===== config.mk =====
export PLATFORM = sky130hd
export DESIGN_NAME = pipelined_barrel_rotator
export DESIGN_NICKNAME = d
export VERILOG_FILES = /design/src/rtl/barrel_pkg.sv /design/src/rtl/rotator_stage.sv /design/src/rtl/pipelined_barrel_rotator.sv
export SDC_FILE = /design/constraint.sdc
export NUM_CORES = 1
export LEC_CHECK = 0
export ABC_AREA = 1
export CAP_MARGIN = 20
export CORE_MARGIN = 2
export CORE_UTILIZATION = 35
export CTS_BUF_LIST = sky130_fd_sc_hd__clkbuf_2
export DETAILED_ROUTE_END_ITERATION = 8
export SLEW_MARGIN = 20
export SYNTH_ARGS = -nofsm -noshare
export SYNTH_HDL_FRONTEND = slang
export SYNTH_SLANG_ARGS = --single-unit

===== constraint.sdc =====
create_clock -name clk -period 2.95 [get_ports clk]
set_input_delay 0.59 -clock clk [delete_from_list [all_inputs] [get_ports clk]]
set_output_delay 0.59 -clock clk [all_outputs]
set_load 0.02 [all_outputs]

===== src/rtl/barrel_pkg.sv =====
// Shared mode and direction encodings for the pipelined barrel rotator.
package barrel_pkg;

  localparam logic [1:0] MODE_ROT = 2'b00;
  localparam logic [1:0] MODE_LSH = 2'b01;
  localparam logic [1:0] MODE_ASH = 2'b10;

  localparam logic DIR_LEFT  = 1'b1;
  localparam logic DIR_RIGHT = 1'b0;

endpackage


===== src/rtl/rotator_stage.sv =====
// One pipeline stage: conditionally moves the word by SHIFT positions and
// registers it together with its sideband under valid/ready flow control.
module rotator_stage
  import barrel_pkg::*;
#(
  parameter int WIDTH = 8,
  parameter int SHIFT = 1,
  parameter int AMT_W = $clog2(WIDTH)
) (
  input  logic             clk,
  input  logic             reset,
  input  logic             up_valid_i,
  output logic             up_ready_o,
  input  logic [WIDTH-1:0] up_data_i,
  input  logic [AMT_W-1:0] up_amount_i,
  input  logic             up_lr_i,
  input  logic [1:0]       up_mode_i,
  input  logic             up_sign_i,
  output logic             dn_valid_o,
  input  logic             dn_ready_i,
  output logic [WIDTH-1:0] dn_data_o,
  output logic [AMT_W-1:0] dn_amount_o,
  output logic             dn_lr_o,
  output logic [1:0]       dn_mode_o,
  output logic             dn_sign_o
);

  localparam int BIT = $clog2(SHIFT);

  logic             valid_q;
  logic [WIDTH-1:0] data_q, data_d;
  logic [AMT_W-1:0] amount_q;
  logic             lr_q, sign_q;
  logic [1:0]       mode_q;
  logic             is_rot, is_ash;
  logic [SHIFT-1:0] left_fill, right_fill;

  // The reserved mode 11 behaves as rotate.
  always_comb begin
    is_rot     = (up_mode_i == MODE_ROT) || (up_mode_i == 2'b11);
    is_ash     = (up_mode_i == MODE_ASH);
    left_fill  = is_rot ? up_data_i[WIDTH-1 -: SHIFT] : {SHIFT{1'b0}};
    right_fill = is_rot ? up_data_i[SHIFT-1:0]
               : ((is_ash && up_sign_i) ? {SHIFT{1'b1}} : {SHIFT{1'b0}});
    data_d     = up_data_i;
    if (up_amount_i[BIT]) begin
      if (up_lr_i == DIR_LEFT) data_d = {up_data_i[WIDTH-SHIFT-1:0], left_fill};
      else                     data_d = {right_fill, up_data_i[WIDTH-1:SHIFT]};
    end
  end

  assign up_ready_o = !valid_q || dn_ready_i;

  always_ff @(posedge clk) begin
    if (reset) begin
      valid_q  <= 1'b0;
      data_q   <= '0;
      amount_q <= '0;
      lr_q     <= 1'b0;
      mode_q   <= 2'b00;
      sign_q   <= 1'b0;
    end else if (up_ready_o) begin
      valid_q <= up_valid_i;
      if (up_valid_i) begin
        data_q   <= data_d;
        amount_q <= up_amount_i;
        lr_q     <= up_lr_i;
        mode_q   <= up_mode_i;
        sign_q   <= up_sign_i;
      end
    end
  end

  assign dn_valid_o  = valid_q;
  assign dn_data_o   = data_q;
  assign dn_amount_o = amount_q;
  assign dn_lr_o     = lr_q;
  assign dn_mode_o   = mode_q;
  assign dn_sign_o   = sign_q;

endmodule


===== src/rtl/pipelined_barrel_rotator.sv =====
// Pipelined WIDTH-bit rotator/shifter: log2(WIDTH) stages, stage k moves by 2^k,
// with full valid/ready backpressure and collapsing bubbles.
module pipelined_barrel_rotator
  import barrel_pkg::*;
#(
  parameter  int WIDTH  = 8,
  localparam int AMT_W  = $clog2(WIDTH),
  localparam int STAGES = $clog2(WIDTH)
) (
  input  logic             clk,
  input  logic             reset,
  input  logic             in_valid,
  output logic             in_ready,
  input  logic [WIDTH-1:0] in_data,
  input  logic [AMT_W-1:0] in_amount,
  input  logic             in_lr,
  input  logic [1:0]       in_mode,
  output logic             out_valid,
  input  logic             out_ready,
  output logic [WIDTH-1:0] out_data
);

  logic             v      [STAGES+1];
  logic             rdy    [STAGES+1];
  logic [WIDTH-1:0] d      [STAGES+1];
  logic [AMT_W-1:0] amt    [STAGES+1];
  logic             lr     [STAGES+1];
  logic [1:0]       mode   [STAGES+1];
  logic             sign   [STAGES+1];
  logic             unused_sideband;

  assign v[0]    = in_valid;
  assign d[0]    = in_data;
  assign amt[0]  = in_amount;
  assign lr[0]   = in_lr;
  assign mode[0] = in_mode;
  assign sign[0] = in_data[WIDTH-1];

  assign rdy[STAGES] = out_ready;

  for (genvar k = 0; k < STAGES; k++) begin : g_stage
    rotator_stage #(
      .WIDTH (WIDTH),
      .SHIFT (1 << k),
      .AMT_W (AMT_W)
    ) u_stage (
      .clk         (clk),
      .reset       (reset),
      .up_valid_i  (v[k]),
      .up_ready_o  (rdy[k]),
      .up_data_i   (d[k]),
      .up_amount_i (amt[k]),
      .up_lr_i     (lr[k]),
      .up_mode_i   (mode[k]),
      .up_sign_i   (sign[k]),
      .dn_valid_o  (v[k+1]),
      .dn_ready_i  (rdy[k+1]),
      .dn_data_o   (d[k+1]),
      .dn_amount_o (amt[k+1]),
      .dn_lr_o     (lr[k+1]),
      .dn_mode_o   (mode[k+1]),
      .dn_sign_o   (sign[k+1])
    );
  end

  // Sideband leaving the last stage has no consumer.
  assign unused_sideband = ^{amt[STAGES], lr[STAGES], mode[STAGES], sign[STAGES]};

  assign in_ready  = rdy[0] && !reset;
  assign out_valid = v[STAGES];
  assign out_data  = d[STAGES];

endmodule


==> impl_metrics.py <==
metrics = {
    "power_and_ir_drop": {
        "combPwrFrac": 0.175,
        "ir_drop_mv": 0.172,
        "p_sw_uw": 317,
        "p_int_uw": 861,
        "seq_power_share": 0.487,
        "swShare": 0.269,
        "power_frac_clock": 0.338,
        "power_leakage_uw": 0.00106,
        "p_per_area_nw_per_um2": 498,
        "power_uw": 1180,
    },
    "timing": {
        "rsz0062_at_grt": "no",
        "layout_min_cycle_time_ns": 2.57,
        "fin_crit_sh": 0.872,
        "worstMarginPinSlew_ns": 0.474,
        "hold_viol": 0,
        "hold_ws_ns": 0.485,
        "fmax_mhz": 389,
        "tns_ns": 0,
        "max_slew_margin": 0.681,
        "slew_viol_final": 0,
        "clock_skew_ns": 0.0224,
        "setup_viol": 0,
    },
    "clocking": {
        "clock_path_buffers": 2,
        "h-tree-depth": 2,
        "tritoncts.num_buffers": 5,
        "postCtsSetupBuffers": 0,
        "clk_latency_ns": 0.39,
        "ctsHoldBuffers": 0,
        "cts_resized": 0,
        "root_buffer": "clkbuf_2",
        "clk_pin_slew_ns": 0.18,
        "tritoncts": "yes",
        "clock_sinks": 38,
    },
    "drt": {
        "vias": 1866,
        "drcViolationCount": 0,
        "post_drt_via_cell_ratio": 4.63,
        "drtPass1Iterations": 4,
        "routedWlPerCell_um": 10.3,
        "ant_nets": 0,
        "drt_first_iter_violations": 50,
        "wl_um": 4170,
    },
    "cells_and_area": {
        "layout_commonest_cell": "nand2_1",
        "antenna_cells": 0,
        "drive_gt1_frac": 0.0483,
        "final_cell_mix": "75 x nand2_1, 58 x nor2_1, 38 x dfxtp_1",
        "nNetsFinal": 351,
        "syn_to_final_growth_pct": 15.2,
    },
    "setup_path": {
        "r2r_start": "g_stage[1].u_stage.dn_mode_o[0]$_SDFFE_PP0P_",
        "path_max_fanout": 4,
        "endpoint_kind": "output pin",
        "startpoint_type": "primary input",
        "cp.arrival_ns": 1.98,
        "required_ns": 2.36,
        "crit_path_start": "out_ready",
        "crit_type": "primary input to output pin",
    },
    "synth": {
        "synth_cell_types": 23,
        "synth_area_um2": 2050,
        "synth_cells": 315,
        "ys_warn_count": 0,
        "syn-num-nets": 336,
        "ys_ff_latch": 38,
        "avgSynthCellArea_um2": 6.52,
        "ys_seq_area_frac": 0.371,
    },
    "floorplan": {
        "die_area_um2": 6490,
        "initial_core_util": 0.368,
        "dieWidth_um": 80.6,
        "core_area_um2": 5570,
        "die_height_um": 80.6,
        "row_count": 27,
        "ios": 28,
    },
    "global_routing": {
        "antenna_found_initial": 0,
        "gr-total-overflow": 0,
        "grt_pass1_wl_um": 7380,
        "grt_max_degree": 36,
        "grt_util_all_layers": 0.143,
        "grt_pass1_vias": 1690,
    },
    "flow_run": {
        "maxCapViolCount": 0,
    },
    "placed_design": {
        "port_buffers": 27,
        "gp_congestion": 0.819,
        "dp_hpwl_um": 3060,
    },
    "min_path": {
        "min_from": "g_stage[1].u_stage.dn_mode_o[0]$_SDFFE_PP0P_",
        "hold_class": "flop to flop",
    },
    "outcome": {
        "status": "completed",
    },
}
## logic make-up after synthesis
family | synth area share
AOI/OAI and AO/OA | 0.164
buffers and inverters | 0.132
DFF | 0.371
and+or+nand+nor | 0.316
adders and majority gates | 0.0183
## metrics by stage
| stage | cell area [um2] | worst slack, ns | cells | util |
|---|---|---|---|---|
| global route | 2370 | 0.300 | 403 | 0.424 |
| global placement | 2280 | 0.392 | 395 | 0.409 |
| floorplan | 2050 | 1.20 | 315 | - |
| CTS | 2370 | 0.360 | 403 | 0.424 |
| finish | 2370 | 0.376 | 403 | 0.424 |
| detailed placement | 2280 | 0.358 | 395 | 0.409 |
## sequential cells by signal (all words and copies together) (netlist names)
name / flops
g_stage.u_stage.dn_sign_o: 2
g_stage.u_stage.dn_data_o: 24
g_stage.u_stage.dn_mode_o: 4
g_stage.u_stage.dn_amount_o: 3
g_stage.u_stage.dn_lr_o: 2
g_stage.u_stage.dn_valid_o: 3
## worst paths after layout
kind / endpoint / slack, ns / cells past startpoint
setup / recovery: in_ready / 0.38 / 6
hold / removal: g_stage[1].u_stage.dn_mode_o[0]$_SDFFE_PP0P_ / 0.48 / 2
setup reg to reg: g_stage[2].u_stage.dn_data_o[1]$_SDFFE_PP0P_ / 1.47 / 6
hold reg to reg: g_stage[1].u_stage.dn_mode_o[0]$_SDFFE_PP0P_ / 0.48 / 2
## final cells by class
cell class	count	area (um2)
multi-input cells	224	1020
clock buffers	5	25.0
well taps	72	90.1
clock inverters	3	63.8
repair buffers	28	278
fillers	625	3210
flip-flops and latches	38	761
inverters	33	126
## per-layer routing
metal / GRT usage / vias up / share of wire
met3: 0.0348 / 7 / 0.038
met5: 0 / - / 0
met2: 0.245 / 30 / 0.46
met4: 0.0458 / 0 / 0.013
li1: - / 1020 / -
met1: 0.177 / 809 / 0.48
## critical path: stages
cell and delay [ns]:
clkdlybuf4s50_1 0.40, inv_1 0.20, nand4_4 0.15, nand2_1 0.09, inv_1 0.03, clkdlybuf4s50_1 0.52
## cell usage after synthesis
cell | instances | share of area
buf_4 | 9 | 0.033
a21oi_1 | 22 | 0.054
nand2_1 | 75 | 0.14
buf_6 | 4 | 0.022
clkbuf_1 | 2 | 0.0037
clkinv_1 | 1 | 0.0018
inv_1 | 29 | 0.053
ha_1 | 3 | 0.018
nand3_2 | 1 | 0.0049
inv_4 | 1 | 0.0030
nand2_4 | 1 | 0.0055
buf_2 | 4 | 0.0098
dfxtp_1 | 38 | 0.37
inv_2 | 2 | 0.0037
o21ai_0 | 24 | 0.059
nand2_2 | 1 | 0.0030
nand3b_1 | 2 | 0.0073
o21ai_1 | 18 | 0.044
nand4_4 | 1 | 0.010
buf_1 | 1 | 0.0018
nand3_1 | 17 | 0.041
a21oi_4 | 1 | 0.0079
nor2_1 | 58 | 0.11
## power groups by stage
stage | sequential (uW) | clock [uW] | combinational, uW
2_1_floorplan | 576 | 0 | 159
6_report | 574 | 398 | 206
4_1_cts | 574 | 413 | 208
5_1_grt | 580 | 437 | 239
3_3_place_gp | 584 | 0 | 207
3_5_place_dp | 585 | 0 | 207
Note: power is estimated with default switching activity, not from simulation.
